**src/rtl/homa_tx_prio_reg_arb.sv**
```systemverilog
// rtl/homa_tx_prio_reg_arb.sv - Homa tx message priority table with egress/control arbitration
// Egress has strict priority; the table is cleared after every reset before any access is served.
module homa_tx_prio_reg_arb #(
    parameter int NUM_MSGS = 128,
    parameter int PRIO_W   = 8
) (
    input  logic              clock,
    input  logic              reset,
    input  logic              eg_req_valid,
    input  logic [15:0]       eg_req_index,
    input  logic              eg_req_update,
    input  logic [PRIO_W-1:0] eg_req_prio,
    output logic              eg_resp_valid,
    output logic [PRIO_W-1:0] eg_resp_prio,
    input  logic              ctl_req_valid,
    output logic              ctl_req_ready,
    input  logic [15:0]       ctl_req_index,
    input  logic              ctl_req_update,
    input  logic [PRIO_W-1:0] ctl_req_prio,
    output logic              ctl_resp_valid,
    output logic [PRIO_W-1:0] ctl_resp_prio,
    output logic              init_done,
    output logic [15:0]       eg_drop_cnt
);
    localparam int AW = (NUM_MSGS > 1) ? $clog2(NUM_MSGS) : 1;

    typedef enum logic {INIT, RUN} state_t;

    state_t            state;
    logic [AW-1:0]     ptr;
    logic [PRIO_W-1:0] prio_table [NUM_MSGS];

    logic              ctl_acc;
    logic              acc_valid;
    logic [15:0]       acc_index;
    logic              acc_update;
    logic [PRIO_W-1:0] acc_prio;
    logic              in_range;
    logic [AW-1:0]     addr;
    logic [PRIO_W-1:0] rd_val;

    assign ctl_req_ready = (state == RUN) && !eg_req_valid && !reset;
    assign ctl_acc       = ctl_req_valid && ctl_req_ready;
    assign acc_valid     = (state == RUN) && (eg_req_valid || ctl_acc);
    assign acc_index     = eg_req_valid ? eg_req_index  : ctl_req_index;
    assign acc_update    = eg_req_valid ? eg_req_update : ctl_req_update;
    assign acc_prio      = eg_req_valid ? eg_req_prio   : ctl_req_prio;
    assign in_range      = acc_index < 16'(NUM_MSGS);
    assign addr          = acc_index[AW-1:0];
    // Out-of-range indices read as zero rather than aliasing onto a real entry.
    assign rd_val        = in_range ? prio_table[addr] : '0;

    always_ff @(posedge clock) begin
        if (!reset) begin
            if (state == INIT) begin
                prio_table[ptr] <= '0;
            end else if (acc_valid && acc_update && in_range) begin
                prio_table[addr] <= acc_prio;
            end
        end
    end

    always_ff @(posedge clock) begin
        if (reset) begin
            state          <= INIT;
            ptr            <= '0;
            init_done      <= 1'b0;
            eg_drop_cnt    <= '0;
            eg_resp_valid  <= 1'b0;
            eg_resp_prio   <= '0;
            ctl_resp_valid <= 1'b0;
            ctl_resp_prio  <= '0;
        end else begin
            eg_resp_valid  <= 1'b0;
            eg_resp_prio   <= '0;
            ctl_resp_valid <= 1'b0;
            ctl_resp_prio  <= '0;
            case (state)
                INIT: begin
                    ptr <= ptr + 1'b1;
                    if (ptr == AW'(NUM_MSGS - 1)) begin
                        state     <= RUN;
                        init_done <= 1'b1;
                    end
                    // Egress cannot be stalled, so it gets a zero answer and is counted as dropped.
                    if (eg_req_valid) begin
                        eg_resp_valid <= 1'b1;
                        if (eg_drop_cnt != 16'hFFFF) begin
                            eg_drop_cnt <= eg_drop_cnt + 16'd1;
                        end
                    end
                end
                RUN: begin
                    if (eg_req_valid) begin
                        eg_resp_valid <= 1'b1;
                        eg_resp_prio  <= rd_val;
                    end else if (ctl_acc) begin
                        ctl_resp_valid <= 1'b1;
                        ctl_resp_prio  <= rd_val;
                    end
                end
                default: state <= INIT;
            endcase
        end
    end
endmodule

```
**config.mk**
```make
export PLATFORM = sky130hd
export DESIGN_NAME = homa_tx_prio_reg_arb
export DESIGN_NICKNAME = d
export VERILOG_FILES = /design/src/rtl/homa_tx_prio_reg_arb.sv
export SDC_FILE = /design/constraint.sdc
export NUM_CORES = 1
export LEC_CHECK = 0
export ABC_AREA = 1
export CAP_MARGIN = 20
export CORE_MARGIN = 2
export CORE_UTILIZATION = 50
export DETAILED_ROUTE_END_ITERATION = 8
export PLACE_DENSITY = 0.66
export SLEW_MARGIN = 30
export SYNTH_ARGS = -nofsm -noshare
export SYNTH_HDL_FRONTEND = slang
export SYNTH_SLANG_ARGS = --single-unit
```
**constraint.sdc**
```tcl
create_clock -name clock -period 8.7 [get_ports clock]
set_input_delay 1.74 -clock clock [delete_from_list [all_inputs] [get_ports clock]]
set_output_delay 1.74 -clock clock [all_outputs]
set_load 0.01 [all_outputs]
```
Word level (Yosys, flattened, before mapping)
Memories as Yosys holds them, arrays and structs flattened.
Index checks and enable logic that the tools add are counted.
{"block": "classes", "eq_ne": 2, "n_addsub": 2, "muxes": 18, "n_reduce_logical": 15, "bitwise": 3, "n_lt_le_gt_ge": 1}
{"operator": "$mux W8", "count": 3}
{"operator": "$add A16 B1 Y16 const B", "count": 1}
{"operator": "$lt A16 B8 Y1 const B", "count": 1}
{"operator": "$mux W16", "count": 1}
{"operator": "$ne A16 B16 Y1 const B", "count": 1}
{"operator": "$mux W1", "count": 13}
{"operator": "$reduce_or A8 Y1", "count": 1}
{"operator": "$add A7 B1 Y7 const B", "count": 1}
{"operator": "$eq A7 B7 Y1 const B", "count": 1}
{"operator": "$mux W7", "count": 1}
{"operator": "$logic_and A1 B1 Y1", "count": 6}
{"operator": "$reduce_or A3 Y1", "count": 2}
{"operator": "$reduce_or A4 Y1", "count": 1}
{"operator": "$not A1 Y1", "count": 3}
{"operator": "$reduce_and A3 Y1", "count": 1}
{"operator": "$logic_not A1 Y1", "count": 2}
{"operator": "$reduce_and A2 Y1", "count": 1}
{"operator": "$logic_or A1 B1 Y1", "count": 1}
{"block": "totals", "inputBits": 54, "ramBits": 1024, "mem_count": 1, "regBits": 43, "output_inout_bits": 36}
{"name": "prio_table", "words": 128, "width": 8, "rd": 1, "rd_clocked_by_memory_dff": 0, "wr": 1, "line": "31", "text": "logic [PRIO_W-1:0] prio_table [NUM_MSGS];"}

Longest topological paths before layout
Gate-level depths: netlist of the first run.
{"block": "logic_depth", "depth_word": 14, "ltp_mapped": 16, "ltp_nobuf": 14}

Worst setup path after synthesis of the first run
Ideal clock, no wire load.
{"block": "synth_path", "kind": "input to register", "start": "in eg_req_valid", "end": "mem prio_table[0][0] (data pin)", "cell_stages": 7, "setup_ns": 0.893, "n_path_buf": 2, "path_slack_ns": 1.762, "required_time_ns": 7.807, "t_arrival_ns": 6.046, "path_cell_list": "inv_2 -> buf_4 -> nand2_1 -> a21oi_2 -> nand3_4 -> buf_4 -> a21oi_1"}
{"block": "synth_between", "elab_chain_len": 14, "word_cells_on_any_way": 18, "cone_classes": "1 x order compare; 8 x mux; 9 x reduce/logical"}
{"element": "from (decl)", "line": "9", "text": "input logic eg_req_valid,"}
{"element": "parallel branches: the longest is 13 deep, another holds $lt A16 B8 Y1"}
{"element": "$mux W8 (no source line) (*)"}
{"element": "to (decl)", "line": "31"}
Every way passes the cells marked *.

Worst setup path in the final report of the first run
{"block": "layout_path", "start": "in eg_req_valid", "end": "mem prio_table[124][3], enable pin"}
{"block": "layout_between", "elab_chain_len": 14, "word_cells_on_any_way": 18, "cone_classes": "1 x order compare; 8 x mux; 9 x reduce/logical"}
{"element": "parallel branches: the longest is 14 deep, another holds $lt A16 B8 Y1"}
Parallel ways; which one is timed is not known.

==> results of run 1 <==
==> worst paths after layout <==
path,startpoint,to,cells past startpoint
setup / recovery,eg_req_valid,prio_table[124][3]$_DFFE_PP_,11
hold / removal,init_done$_SDFFE_PP0P_,init_done$_SDFFE_PP0P_,1
setup reg to reg,state$_SDFF_PP0_,prio_table[124][3]$_DFFE_PP_,11
hold reg to reg,init_done$_SDFFE_PP0P_,init_done$_SDFFE_PP0P_,1
==> cell type report <==
cell class                      instances  area [µm²]  area share
Timing Repair Buffer                  127        1330      0.0268
Inverter                              139         532      0.0108
Tap cell                             1155        1450      0.0293
Clock inverter                         51         492     0.00996
Multi-Input combinational cell       2425       11000       0.223
Clock buffer                          148        2970      0.0602
Sequential cell                      1067       31600       0.640
==> cell families after synthesis <==
kind of cell	after synthesis	synth area share
AOI/OAI and AO/OA	64	0.00903
xor gates and xnor gates	3	0.000596
adders and majority gates	2	0.000568
buffers and inverters	381	0.0370
DFF	1067	0.717
and+or+nand+nor	2356	0.236
==> cells in the mapped netlist, types with 4 or more instances <==
master,n,area [µm²]
sky130_fd_sc_hd__or2_2,5,31.3
sky130_fd_sc_hd__o21ai_2,4,35.0
sky130_fd_sc_hd__nand3_1,1088,5450
sky130_fd_sc_hd__dfxtp_1,43,861
sky130_fd_sc_hd__o21ai_4,4,65.1
sky130_fd_sc_hd__inv_1,128,480
sky130_fd_sc_hd__edfxtp_1,1024,30700
sky130_fd_sc_hd__buf_1,48,180
sky130_fd_sc_hd__o21ai_0,19,95.1
sky130_fd_sc_hd__nor2_1,169,634
sky130_fd_sc_hd__a21oi_1,26,130
sky130_fd_sc_hd__clkbuf_1,62,233
sky130_fd_sc_hd__nor4_1,6,37.5
sky130_fd_sc_hd__nand3_2,8,80.1
sky130_fd_sc_hd__buf_4,12,90.1
sky130_fd_sc_hd__inv_2,11,41.3
sky130_fd_sc_hd__buf_2,119,596
sky130_fd_sc_hd__nand2_1,1046,3930
sky130_fd_sc_hd__nor3_1,14,70.1
sky130_fd_sc_hd__o21ai_1,4,20.0
sky130_fd_sc_hd__nand4_1,5,31.3
==> per-stage QoR <==
| step | hold WS [ns] | power [mW] |
|---|---|---|
| floorplan | 0.467 | 6.20 |
| global placement | 0.450 | 6.47 |
| detailed placement | 0.456 | 6.48 |
| CTS | 0.465 | 10.9 |
| global route | 0.514 | 11.2 |
| finish | 0.464 | 10.9 |
==> flip-flops by register name, indices dropped and copies added (netlist names), 7 cells and up <==
name           flops
eg_resp_prio       8
eg_drop_cnt       16
prio_table      1024
ctl_resp_prio      8
ptr                7
==> where the power goes <==
group          switching (mW)  internal, mW  leakage [nW]
Combinational           0.602         0.230          6.57
Sequential            0.00439          5.55          8.83
Clock                    1.92          2.60          1.70
Total                    2.53          8.38          17.1
==> per-layer routing <==
layer / global-route usage / wire length, µm / up-vias
li1: - / - / 13600
met1: 0.372 / 48700 / 14400
met2: 0.401 / 54100 / 1710
met3: 0.0488 / 12100 / 238
met4: 0.0976 / 4250 / 0
met5: 0 / 0 / -
==> worst reg2reg max path, cell delays in order, from the launching register on <==
cell and delay, ns:
sky130_fd_sc_hd__dfxtp_1 0.48, sky130_fd_sc_hd__inv_2 0.14, sky130_fd_sc_hd__nor2_4 0.12, sky130_fd_sc_hd__nand2_1 0.08, sky130_fd_sc_hd__inv_2 0.09, sky130_fd_sc_hd__nand2_4 0.18, sky130_fd_sc_hd__o21ai_4 0.15, sky130_fd_sc_hd__nand3_4 0.37
sky130_fd_sc_hd__o21ai_4 0.45, sky130_fd_sc_hd__nand4_1 0.73, sky130_fd_sc_hd__buf_4 0.52, sky130_fd_sc_hd__nor2_1 0.64
==> summary by stage, run 1 <==
Status
The run finished with clean final reports.

Cells and area
The fill cell instance count of the final layout is 7189. The number of cells in the finished layout apart from fillers is 5112. Once layout is done, the placed cells without fillers occupy 49400 µm². The core occupancy in the finished layout is 0.567. The area growth from synthesis to final layout is 12.0%. After the last flow step, the layout net total stands at 3921. Of the cells placed in the final design, the portion with a size suffix greater than 1 is 0.0649. Leaving out fill and tap cells, the most frequent cell in the layout is sky130_fd_sc_hd__nand3_1.

The top cell types in the final layout, fill and taps aside, are sky130_fd_sc_hd__nand3_1, sky130_fd_sc_hd__nand2_1, sky130_fd_sc_hd__edfxtp_1. The number of antenna diodes in the final layout is 0.

Floorplan
For this configuration, the core starts out at a cell density of 0.507. The die covers 90600 µm². In this run the horizontal extent of the chip is 301 µm.

During I/O placement, the number of pins put on the boundary was 90. The placeable core area is 87000 µm². The floorplan has 108 rows. Measured along the y axis, the die boundary spans 301 µm.

Global route
The maximum number of pins on one net before global-route repair is 167. The total overflow left after global routing is 0. The number of antenna violations at the first check in global routing is 0.

For this run, the total global-route usage over all layers was measured as 0.261. The number of global-route vias before repair is 28600. The first-pass GRT wire length is 177000 µm.

Drt
For this block, the routed nets add up to 119000 µm of wire. The via count is 30000. The count of nets left with antenna violations once routing finished came out at 0. Using the TritonRoute via totals, the vias-per-cell ratio works out to 5.86.

In the final routed layout, each cell accounts on average for 23.3 µm. For this run, design rule violations remaining after detail routing come to 0. The number of iterations in the first detailed-routing pass is 7. The detailed router's first-iteration violation count is 4188.

Worst setup path
STA puts the critical path data arrival time at 6.29 ns. The required time of the critical path is 9.00 ns. The buffering stage count on the worst path with inverters included is 4. The family of cells with the greatest summed delay on the critical path is simple AND/OR/NAND/NOR gates.

STA classifies the critical path endpoint as a flip-flop. The internal reg-to-reg setup slack is 4.39 ns. The startpoint type of the worst setup path is an input pin.

For this design, the slowest cell found on the critical path is sky130_fd_sc_hd__nand4_1. The worst setup path is of the in -> reg kind. The peak fanout along the critical path is 22.

On the worst path, the slowest cell contributes a delay of 0.73 ns. The signal on the critical path passes through clkdlybuf4s50_1 > buf_4 > inv_2 > nor2_1 > nand3_1 > nand2_1 > nand3_4 > o21ai_4 > nand4_1 > buf_4 > nor2_1.

Logic synthesis
After synthesis the netlist holds a flip-flop and latch count of 1067. The commonest register cell after synthesis is sky130_fd_sc_hd__edfxtp_1. The share of flip-flops with an asynchronous set or reset after synthesis is 0. Synthesis produced a netlist with a net count of 3929. The area of the mapped netlist is 44100 µm². The number of synthesized flops with an enable pin is 1024. The post-synthesis average cell area is 11.4 µm². Of the synthesized area, sequential elements account for 0.717. The number of warnings reported in the yosys synthesis log is 0. The post-synthesis cell type count is 37.

Synthesis handed over a netlist of 3873 instances.

Clock tree
The TritonCTS clock tree is done. TritonCTS created 105 clock buffers. The number of hold buffers added after CTS was 0.

The number of setup buffers added after CTS is 0. The tree is rooted in a sky130_fd_sc_hd__clkbuf_16. The buffer levels on the longest clock path is 3. CTS built an H-tree with a depth of 3. The quantity of gates resized following cts is 0. The clock latency on the worst-skew pair is 0.69 ns. Counting every sink on the clock net gives 1067. The clock-pin slew on the worst setup and hold paths is 0.06 ns.

Pwr
The power density normalized to cell area is 221 nW/µm². In this run the static leakage power is 17.1 nW. The worst ir drop on vdd is 0.000169 V.

Timing
Setup repair after global routing left no endpoint under its margin. Of the available clock period, the critical path in the final layout requires 0.689. The post-route worst setup slack is 2.71 ns.

The clock period could shrink to 5.99 ns. The number of hold-slack violations in the final timing report is 0. In the final timing run, aggregate negative setup slack is 0 ns. Setup violations remaining at the end of the flow were counted as 0.

In this run the tightest slew margin relative to its limit is 0.308. The clock tree skew after final layout is 0.0421 ns. Static timing analysis puts the maximum clock frequency at 167 MHz. The measured slew at the worst slew-check pin is 1.04 ns. The number of pins with negative max-slew slack in the final report was 0.

Run
The number of maximum-capacitance constraint violations is 0.

Place
The worst slack after detailed placement is 2.11 ns. The number of buffer cells added on primary ports is 89. The detailed placement HPWL is 66500 µm. The final RePlAce weighted congestion is 0.883.

The cell area after placement is 45900 µm². The cell total after placement is 4913.

Hold path
The worst hold path class is reg -> reg.
Power figures use the tool's default switching activity.
==> run 2: changes to the inputs <==
PLACE_DENSITY = 0.69   (was 0.66)
clock period = 5.5 ns   (was 8.7 ns; I/O delays follow)
==> run 2 against run 1 <==
  * Global-route usage shrank 0.23 points
  * Design area grew 0.60%
  * Die area is the same
  * Flip-flop and latch count is the same
  * Count of clock-buffer cells in the layout shrank 20
  * Clock skew shrank 0.018 ns
  * Utilization grew 0.34 points
  * Critical path depth grew 1
  * Critical path type unchanged
  * Routed wire length shrank 0.92%
  * Largest power group unchanged
==> summary by stage, run 2 (same netlist as run 1, synthesis figures left out) <==
Worst setup path
The worst setup path is captured at a flip-flop. The family of cells with the greatest summed delay on the critical path is simple AND/OR/NAND/NOR gates. The required time of the critical path was 5.80 ns (-3.20 ns). The buffering stage count on the worst path with inverters included is 3 (-1).

The kind of critical path is in -> reg. Walking the worst path, the cells encountered are clkdlybuf4s50_1 > inv_2 > nand2_1 > inv_2 > nand2_4 > o21ai_4 > nand3_4 > nand2_1 > o21ai_1 > nor2_1 > nand2_1 > nor2_1. The highest-delay cell along the critical path is sky130_fd_sc_hd__nor2_1. The peak per-stage delay on the critical path came to 0.66 ns (-0.07 ns). The data arrival time at the worst-slack endpoint is 4.62 ns (-1.67 ns). The peak fanout along the critical path is 22 (unchanged). The cell repeated most along the worst path is sky130_fd_sc_hd__nand2_1. STA classifies the critical path startpoint as an input pin.

Place
The cell total after placement is 4944 (+0.63%). The number of buffer cells added on primary ports is 89 (unchanged). The cell area after placement was 46400 µm² (+1.0%). The final RePlAce weighted congestion came to 0.879 (-0.49%).

The detailed placement HPWL is 68600 µm (+3.2%).

Timing
The sum of negative setup slack is 0 ns (unchanged). The headroom to the max-slew limit came to 0.376 (+0.0681). The clock tree skew after final layout was 0.0245 ns (-0.0176 ns).

Dividing the final minimum period by the clock period gives 0.785. Setup repair after global routing left no endpoint under its margin. The number of hold-slack violations in the final timing report is 0 (unchanged). The measured slew at the worst slew-check pin is 0.933 ns (-0.104 ns). The maximum clock rate is 232 MHz.

The setup-violating endpoint count in the final report was 0 (unchanged). The number of pins with negative max-slew slack in the final report is 0 (unchanged). The post-layout minimum cycle time is 4.32 ns.

Clock tree
The clock tree root driver cell is sky130_fd_sc_hd__clkbuf_16. The clock latency on the worst-skew pair came to 0.67 ns (-0.02 ns). The number of CTS-inserted buffers was 103 (-1.9%). The clock-pin slew on the worst setup and hold paths is 0.06 ns (about the same). The TritonCTS clock tree is done. The number of setup buffers added after CTS was 0 (unchanged). The count of H-tree levels built during CTS is 3 (unchanged). The number of sinks on the clock net came to 1067 (unchanged). The hold buffer count at CTS is 0 (unchanged).

The buffer levels on the longest clock path is 3 (unchanged). The quantity of gates resized following cts is 0 (unchanged).

Cells and area
The core occupancy in the finished layout was 0.571 (+0.00339). The antenna diode count is 0 (unchanged). Ranked by flip-flop count, first place goes to prio_table. Leaving out fill and tap cells, the most frequent cell in the layout is sky130_fd_sc_hd__nand3_1. The combined flip-flop and latch cell area came to 31600 µm² (unchanged).

The flip-flop count of the largest register after layout is 1024 (unchanged). In the layout the commonest cells are sky130_fd_sc_hd__nand3_1, sky130_fd_sc_hd__nand2_1, sky130_fd_sc_hd__edfxtp_1. The fill cell instance count of the final layout is 7043 (-2.0%).

The number of cells in the finished layout apart from fillers is 5134 (+0.43%). The final layout net count is 3950 (+0.74%). The finished layout cell area is 49700 µm² (+0.60%). The multi-input logic area is 11000 µm² (unchanged). The fraction of final layout cells sized beyond drive strength 1 is 0.0691 (+0.00416).

The largest registers in the layout are prio_table x1024, eg_drop_cnt x16. From synthesis to final layout, the design area changed by 12.7%.

Global route
The number of antenna violations at the first check in global routing was 1 (+1). The first-pass GRT wire length is 176000 µm (-0.61%). The maximum number of pins on one net before global-route repair is 182 (+9.0%).

The aggregate global-route resource usage is 0.258 (-0.00234). The number of global-route vias before repair is 28700 (+0.37%). The aggregate global routing overflow is 0 (unchanged).

Drt
The total DRC errors in the routed layout is 0 (unchanged). The detailed router's first-iteration violation count is 4359 (+4.1%). The detailed-route wire length is 118000 µm (-0.92%). The average vias per placed instance came to 5.91 (+0.79%). The number of nets with antenna violations after detailed routing came to 0 (unchanged). The number of iterations in the first detailed-routing pass is 7 (unchanged). The via count came to 30300 (+1.2%). The routed length per placed instance is 23.0 µm (-1.3%).

Floorplan
The vertical die dimension is 301 µm (unchanged). The placeable core area came to 87000 µm² (unchanged). The full die area is 90600 µm² (unchanged).

The chip width is 301 µm (unchanged). The count of standard-cell rows was 108 (unchanged). The count of boundary I/O pins is 90 (unchanged). The starting utilization of the core area is 0.507 (unchanged).

Run
The number of maximum-capacitance constraint violations is 0 (unchanged).

Pwr
The power density normalized to cell area is 343 nW/µm² (+55%). The overall power after layout is 17.0 mW (+56%). The leakage power figure was 17.2 nW (+0.85%).

The worst ir drop on vdd was 0.000232 V (+37%).

Status
The run finished with clean final reports.

Hold path
In this run the worst hold path is classified as reg -> reg.
[run 2: changes by cell type in the layout (fill, tap and decap cells not counted), sizes merged]
cell | previous run | this run
buf | 38 | 69
clkbuf | 148 | 128
clkinv | 35 | 49
clkinvlp | 4 | 3
inv | 144 | 142
[run 2: layout make-up]
| class | instances | area share |
|---|---|---|
| flip-flops and latches | 1067 | 0.636 |
| multi-input cells | 2425 | 0.222 |
| clock buffers | 128 | 0.0555 |
| repair buffers | 158 | 0.0361 |
| well taps | 1155 | 0.0291 |
| clock inverters | 62 | 0.0108 |
| inverters | 139 | 0.0107 |
[run 2: where the power goes]
| group | total, mW | switching [mW] | internal (mW) |
|---|---|---|---|
| clock network | 6.92 | 3.03 | 3.89 |
| registers | 8.79 | 0.00727 | 8.78 |
| logic | 1.32 | 0.938 | 0.382 |
| total | 17.0 | 3.97 | 13.1 |
[run 2: metal layers]
metal	wire, µm	vias up	track usage
met3	13200	215	0.0496
met1	47300	14600	0.374
met2	54200	1838	0.398
met5	18	-	0
met4	3210	2	0.0816
li1	-	13700	-
[run 2: worst paths after layout]
path	startpoint	endpoint	slack [ns]	depth (start not counted)
hold / removal	init_done$_SDFFE_PP0P_	init_done$_SDFFE_PP0P_	0.49	1
setup / recovery	eg_req_valid	prio_table[34][3]$_DFFE_PP_	1.18	12
hold reg to reg	init_done$_SDFFE_PP0P_	init_done$_SDFFE_PP0P_	0.49	1
setup reg to reg	state$_SDFF_PP0_	prio_table[34][3]$_DFFE_PP_	1.61	12
[run 2: through the flow]
step / hold slack [ns] / worst slack [ns]
2_1_floorplan: 0.467 / -0.798
3_3_place_gp: 0.450 / 0.588
3_5_place_dp: 0.461 / 0.545
4_1_cts: 0.487 / 1.25
5_1_grt: 0.507 / 0.969
6_report: 0.494 / 1.18
